[src/rtl/i2c_txn_arbiter.sv]
// Round-robin scheduler sharing one I2C master engine between N requesters.
// Latches the winning command, launches the master, and supervises completion with a watchdog.
module i2c_txn_arbiter #(
    parameter int N       = 4,
    parameter int TIMEOUT = 4096,
    parameter int TW      = 13
) (
    input  logic             clk,
    input  logic             reset,
    input  logic [N-1:0]     req,
    input  logic [7*N-1:0]   req_slave_addr,
    input  logic [8*N-1:0]   req_reg_addr,
    input  logic [8*N-1:0]   req_wdata,
    input  logic [N-1:0]     req_rw,
    output logic [N-1:0]     gnt,
    output logic [N-1:0]     rsp_valid,
    output logic [7:0]       rsp_rdata,
    output logic [1:0]       rsp_err,
    output logic             m_start,
    output logic [6:0]       m_slave_addr,
    output logic [7:0]       m_reg_addr,
    output logic [7:0]       m_wdata,
    output logic             m_rw,
    output logic             m_abort,
    input  logic             m_busy,
    input  logic             m_done,
    input  logic             m_nack,
    input  logic [7:0]       m_rdata,
    output logic [1:0]       dbg_state
);

    localparam int IW = (N > 1) ? $clog2(N) : 1;

    typedef enum logic [1:0] {
        IDLE  = 2'd0,
        ISSUE = 2'd1,
        WAIT  = 2'd2,
        RESP  = 2'd3
    } state_t;

    state_t        state;
    state_t        state_nxt;
    logic [IW-1:0] rr_ptr;
    logic [IW-1:0] owner;
    logic [TW-1:0] wdog;
    logic [IW-1:0] winner;
    logic          found;
    logic [IW:0]   idx_sum;
    logic [IW-1:0] idx;
    logic [IW-1:0] next_ptr;
    logic          take;
    logic          timeout_hit;

    logic [6:0] sa_arr [N];
    logic [7:0] ra_arr [N];
    logic [7:0] wd_arr [N];
    logic       rw_arr [N];

    for (genvar g = 0; g < N; g++) begin : g_unpack
        assign sa_arr[g] = req_slave_addr[7*g +: 7];
        assign ra_arr[g] = req_reg_addr[8*g +: 8];
        assign wd_arr[g] = req_wdata[8*g +: 8];
        assign rw_arr[g] = req_rw[g];
    end

    // First asserted request at or above rr_ptr, wrapping modulo N.
    always_comb begin
        winner  = '0;
        found   = 1'b0;
        idx_sum = '0;
        idx     = '0;
        for (int k = 0; k < N; k++) begin
            idx_sum = {1'b0, rr_ptr} + (IW+1)'(k);
            if (idx_sum >= (IW+1)'(N)) begin
                idx_sum = idx_sum - (IW+1)'(N);
            end
            idx = idx_sum[IW-1:0];
            if (!found && req[idx]) begin
                found  = 1'b1;
                winner = idx;
            end
        end
    end

    assign next_ptr    = (winner == IW'(N-1)) ? '0 : winner + 1'b1;
    assign timeout_hit = (wdog == TW'(TIMEOUT-1));
    assign dbg_state   = state;

    always_comb begin
        state_nxt = state;
        take      = 1'b0;
        gnt       = '0;
        rsp_valid = '0;
        m_start   = 1'b0;
        m_abort   = 1'b0;
        case (state)
            IDLE: begin
                if (found && !m_busy) begin
                    take      = 1'b1;
                    gnt       = N'(1) << winner;
                    state_nxt = ISSUE;
                end
            end
            ISSUE: begin
                m_start   = 1'b1;
                state_nxt = WAIT;
            end
            WAIT: begin
                // A completion on the timeout cycle wins over the abort.
                if (m_done) begin
                    state_nxt = RESP;
                end else if (timeout_hit) begin
                    m_abort   = 1'b1;
                    state_nxt = RESP;
                end
            end
            RESP: begin
                rsp_valid = N'(1) << owner;
                state_nxt = IDLE;
            end
            default: state_nxt = IDLE;
        endcase
        if (reset) begin
            take      = 1'b0;
            gnt       = '0;
            rsp_valid = '0;
            m_start   = 1'b0;
            m_abort   = 1'b0;
        end
    end

    always_ff @(posedge clk) begin
        if (reset) begin
            state        <= IDLE;
            rr_ptr       <= '0;
            owner        <= '0;
            wdog         <= '0;
            m_slave_addr <= '0;
            m_reg_addr   <= '0;
            m_wdata      <= '0;
            m_rw         <= 1'b0;
            rsp_rdata    <= '0;
            rsp_err      <= '0;
        end else begin
            state <= state_nxt;
            if (take) begin
                m_slave_addr <= sa_arr[winner];
                m_reg_addr   <= ra_arr[winner];
                m_wdata      <= wd_arr[winner];
                m_rw         <= rw_arr[winner];
                owner        <= winner;
                rr_ptr       <= next_ptr;
            end
            if (state == ISSUE) begin
                wdog <= '0;
            end else if (state == WAIT) begin
                wdog <= wdog + 1'b1;
            end
            if (state == WAIT) begin
                if (m_done) begin
                    rsp_rdata <= m_rw ? m_rdata : 8'h00;
                    rsp_err   <= m_nack ? 2'b01 : 2'b00;
                end else if (timeout_hit) begin
                    rsp_rdata <= 8'h00;
                    rsp_err   <= 2'b10;
                end
            end
        end
    end

`ifndef SYNTHESIS
    a_gnt_onehot: assert property (@(posedge clk) disable iff (reset) $onehot0(gnt));
    a_rsp_onehot: assert property (@(posedge clk) disable iff (reset) $onehot0(rsp_valid));
    a_no_gnt_busy: assert property (@(posedge clk) disable iff (reset) (gnt != '0) |-> !m_busy);
    a_abort_not_done: assert property (@(posedge clk) disable iff (reset) m_abort |-> !m_done);
`endif

endmodule

[config.mk]
export PLATFORM = sky130hd
export DESIGN_NAME = i2c_txn_arbiter
export DESIGN_NICKNAME = d
export VERILOG_FILES = /design/src/rtl/i2c_txn_arbiter.sv
export SDC_FILE = /design/constraint.sdc
export NUM_CORES = 1
export LEC_CHECK = 0
export CAP_MARGIN = 20
export CORE_AREA = 2 2 89 91
export CTS_CLUSTER_DIAMETER = 120
export CTS_CLUSTER_SIZE = 16
export DETAILED_ROUTE_END_ITERATION = 12
export DIE_AREA = 0 0 91 93
export MAX_ROUTING_LAYER = met4
export PLACE_DENSITY = 0.93
export RECOVER_POWER = 25
export SYNTH_ARGS = -nofsm -noshare
export SYNTH_HDL_FRONTEND = slang
export SYNTH_SLANG_ARGS = --single-unit
export TNS_END_PERCENT = 20
[constraint.sdc]
create_clock -name clk -period 3.3 [get_ports clk]
set_clock_uncertainty 0.2 [all_clocks]
set_input_delay 0.33 -clock clk [delete_from_list [all_inputs] [get_ports clk]]
set_output_delay 0.33 -clock clk [all_outputs]
set_load 0.02 [all_outputs]
# --- Word level (Yosys, flattened, before mapping) ---
# Index checks and enable logic that the tools add are counted.
word_totals:
  reg_bits: 53
  in_bits: 113
  output_inout_bits: 46
  elab_cells: 108
op_classes:
  n_addsub: 9
  magnitude_cmp: 9
  n_eq_ne: 7
  shifts: 2
  mux: 57
  bitwise: 1
  n_reduce_logical: 13
op_table:
  columns: ["operator", "n"]
  rows:
  - ["$mux W8", 7]
  - ["$bmux W8 S2", 2]
  - ["$mux W2", 14]
  - ["$mux W1", 20]
  - ["$mux W4", 5]
  - ["$bmux W7 S2", 1]
  - ["$mux W7", 2]
  - ["$add A13 B1 Y13 const B", 1]
  - ["$eq A13 B12 Y1 const B", 1]
  - ["$ge A3 B3 Y1 const B", 4]
  - ["$lt A2 B3 Y1 const B", 4]
  - ["$bmux W1 S2", 5]
  - ["$pmux W2 S4", 1]
  - ["$shl A1 B2 Y4 const A", 2]
  - ["$sub A2 B1 Y2 const B", 4]
  - ["$add A2 B2 Y3 const B", 2]
  - ["$eq A2 B2 Y1 const B", 3]
  - ["$logic_and A1 B1 Y1", 4]
  - ["$logic_not A1 Y1", 4]
  - ["$reduce_and A2 Y1", 2]
  - ["$add A2 B1 Y3 const B", 1]
  - ["$ge A2 B3 Y1 const B", 1]
  - ["$ne A3 B3 Y1 const B", 1]
  - ["$not A2 Y3", 1]
  - ["6 further kinds", 6]

# --- Depth between registers and ports, before layout ---
logic_depth:
  ltp_word: 18
  depth_mapped: 10
  depth_no_buf: 7

# --- Worst setup path before layout ---
# Ideal clock, no wire load.
synth_timing:
  kind: "reg-to-output"
  startpoint: "register state[1], in the netlist dbg_state[1]"
  endpoint: "output m_abort"
  arrival_ps: 1939
  required_ps: 2770
  setup_slack_ps: 831
  stages_incl_launch_ff: 7
  path_buffers: 1
  cell_sequence: "dfxtp_1 ha_1 clkbuf_1 and3_1 and3_1 nand3b_1 nor3_1"
synth_between:
  elab_chain_cells: 3
synth_lines:
  columns: ["item", "line", "rtl"]
  rows:
  - ["start, declared", "41", "state_t state;"]
  - ["start signal, assigned", "145", "state <= state_nxt;"]
  - ["$eq A2 B2 Y1", "96", "case (state)"]
  - ["$mux W1", "96", null]
  - ["$mux W1", "123", "if (reset) begin"]
  - ["end, declared", "24", "output logic m_abort,"]
# Every way passes these cells.

# --- Final worst setup path ---
layout_timing:
  startpoint: "register state[1], in the netlist dbg_state[1]"
  endpoint: "output gnt[0]"
layout_between:
  elab_chain_cells: 3
layout_lines:
  columns: ["item", "line", "rtl"]
  rows:
  - ["$logic_not A2 Y1", "96", null]
  - ["$mux W4", "96", null]
  - ["$mux W4", "123", null]
  - ["end, declared", "15", "output logic [N-1:0] gnt,"]
# Every way passes these cells.

==> impl_metrics.yaml <==
run_status:
  status: "finished, final reports clean"
worst_setup_path:
  worstPathArrival_ns: 2.45
  start_kind: "register"
  end_kind: "primary output"
  critPathMaxStageDelay_ns: 0.62
  rrSetupSlack_ns: 1.17
  ff2ff_path_depth: 6
  startpoint: "dbg_state[1]"
  crit_path_end: "gnt[0]"
  reg2reg_to: "m_reg_addr[2]"
  worstPathRequired_ns: 2.77
  r2r_start: "rr_ptr[1]"
  cp_max_fo: 5
  cpLargestDelayFamily: "simple AND/OR/NAND/NOR gates"
  cp_cell_sequence: "inv_1 -> ha_1 -> nor2b_1 -> nand2_1 -> nor2_2 -> nand2b_1 -> nor2_1 -> clkdlybuf4s50_1"
  crit_slowest_cell: "clkdlybuf4s50_1"
  worst-setup-path-type: "register to primary output"
  critPathBufInv: 2
  worst-path-stages: 8
cells_and_area:
  mostFrequentLayoutCells: "clkdlybuf4s50_1, dfxtp_1, mux2i_1"
  fillers: 600
  layout_commonest_cell: "clkdlybuf4s50_1"
  syn_to_final_growth_pct: 53.7
  fin_nets: 622
  stdcell_count: 605
  drive_gt1_frac: 0.0954
  multi_input_area_um2: 1930
  layout.area.seq_um2: 1060
  num_antenna_cells: 0
  final_util: 0.652
global_route:
  met2_usage: 0.414
  grtUsageMet3: 0.0556
  grt_util_met1: 0.285
  grt_pass1_wl_mm: 16.5
  grtUsageTotal: 0.245
  grt-busiest-layer: "met2"
  antenna_found_initial: 0
  grt_start_max_net_pins: 23
  grt_pass1_vias: 3405
  grt_overflow: 0
yosys:
  synth_edf_count: 0
  yosysWarnings: 0
  syn_area_um2: 3190
  yosys_register_bits: 53
  seq_area_frac_synth: 0.332
  synth_cells: 355
  avgSynthCellArea_um2: 8.99
  synth_nets: 475
  synthArstFlopShare: 0
  synth_top_flop_cell: "dfxtp_1"
  yosysUniqueCellTypes: 51
clocking:
  clockRootBuffer: "clkbuf_8"
  htreeDepth: 2
  cts_buffers: 5
  cts_tree: "yes"
  cts.clk_slew.worst_paths_ns: 0.09
  clk_latency_ns: 0.31
  cts.sinks: 53
  clockBufferDepth: 2
route:
  dr.pass1.iters: 5
  drtIter0Drc: 142
  drcViolationCount: 0
  via_per_inst: 5.60
  ant_nets: 0
  wl_per_cell_um: 17.4
  num_vias: 3391
  wirelength_mm: 10.5
power:
  powerDensity_nw_per_um2: 467
  leakage_nw: 1.89
  finalPower_mw: 2.29
  ir_drop_uv: 246
job:
  cap_violations: 0
placed_design:
  numPortBuffers: 158
  hpwl_mm: 8.15
  finalWeightedCongestion: 0.903
  post-place-ws_ns: 0.299
  dp.cells: 597
die:
  start_util: 0.424
  design.die.area_um2: 8460
  fp.dieW_um: 91
  die_h_um: 93
  core_area_um2: 7530
  row_count: 32
  io_pins: 159
timing:
  max_freq_mhz: 335
  grt_setup_unrepaired: "false"
  finalCritPeriodShare: 0.904
  max-slew-margin-rel: 0.426
  setup_violations: 0
  final_max_slew_viol_count: 0
  post-route-min-period_ns: 2.98
  tns_ns: 0
  worstMarginPinSlew_ns: 0.861
  fin_ws_ns: 0.316
  hold_violations: 0
hold_path:
  hp-class: "register to register"
==> cell families (layout without fill, tap and decap cells) <==
logic type,count (synthesis),count (layout),share of synthesized area
simple gates,130,130,0.229
compound gates,83,83,0.209
flops,53,53,0.332
buf+inv,37,185,0.0646
mux,35,35,0.110
xor+xnor,10,10,0.0274
fa+ha+maj,7,7,0.0274
==> repair_timing <==
action                     CTS  global route
buffers inserted             0             0
setup endpoints to repair    0             2
hold buffers                 0             0
resized for setup            0             1
==> cell usage after synthesis, types with 3 or more instances <==
library cell | number | share of area
nand2b_1 | 12 | 0.024
buf_4 | 3 | 0.0071
xnor2_1 | 4 | 0.011
buf_6 | 4 | 0.014
a211o_2 | 9 | 0.028
nor2b_1 | 4 | 0.0078
and3_1 | 3 | 0.0059
clkbuf_1 | 9 | 0.011
nor3_1 | 4 | 0.0063
ha_1 | 7 | 0.027
o211ai_1 | 7 | 0.016
dfxtp_1 | 53 | 0.33
xor2_1 | 6 | 0.016
nand2_1 | 31 | 0.036
o21ai_0 | 11 | 0.017
buf_2 | 11 | 0.017
nand4_1 | 27 | 0.053
a211o_1 | 7 | 0.019
nand3b_1 | 7 | 0.016
inv_1 | 7 | 0.0082
mux2i_1 | 35 | 0.11
o211ai_2 | 9 | 0.035
nand3_1 | 4 | 0.0063
o31ai_1 | 16 | 0.038
o221ai_1 | 8 | 0.022
nor2_1 | 19 | 0.022
a21oi_1 | 8 | 0.013
==> worst min-delay path, cell delays in order, from the launching register on <==
cell	delay [ns]
dfxtp_1	0.32
nand2b_1	0.06
o21ai_0	0.06
==> final cells by class <==
type,instances,share of cell area
well taps,102,0.0260
multi-input cells,265,0.393
flip-flops and latches,53,0.216
inverters,7,0.00535
clock buffers,6,0.0168
repair buffers,170,0.340
clock inverters,2,0.00280
==> how the worst min path moves through the flow <==
stage | cells after the start | from | slack (ns) | endpoint
6_report | 2 | rsp_rdata[4] | 0.28 | rsp_rdata[4]
5_1_grt | 2 | rsp_err[1] | 0.31 | rsp_err[1]
4_1_cts | 2 | m_reg_addr[7] | 0.28 | m_reg_addr[7]
3_5_place_dp | 2 | m_reg_addr[7] | 0.26 | m_reg_addr[7]
3_3_place_gp | 2 | m_slave_addr[3] | 0.25 | m_slave_addr[3]
2_1_floorplan | 1 | m_done | 0.25 | rsp_err[1]
==> registers in the layout, summed over array words and instances, names as in the netlist <==
| register | cells |
|---|---|
| wdog | 13 |
| rr_ptr | 2 |
| owner | 2 |
| m_rw | 1 |
| m_slave_addr | 7 |
| m_reg_addr | 8 |
| rsp_rdata | 8 |
| m_wdata | 8 |
| dbg_state | 2 |
| rsp_err | 2 |
==> routing by layer <==
metal,wire length (um),vias to the layer above,share of wire
li1,-,1613,-
met1,4310,1584,0.41
met2,5100,166,0.48
met3,850,28,0.081
met4,273,0,0.026
met5,0,-,0
==> where the power goes <==
group	leakage (nW)	total (mW)	switching, mW	internal, mW
logic	1.41	1.10	0.584	0.513
clock network	0.0512	0.389	0.218	0.171
registers	0.431	0.805	0.0685	0.736
==> stage by stage <==
stage / area, um2 / hold WS (ns)
floorplan: 3190 / 0.246
global placement: 4810 / 0.251
detailed placement: 4810 / 0.259
global route: 4910 / 0.308
finish: 4910 / 0.281
CTS: 4910 / 0.282
No activity file was read; power rests on OpenSTA's default activity.
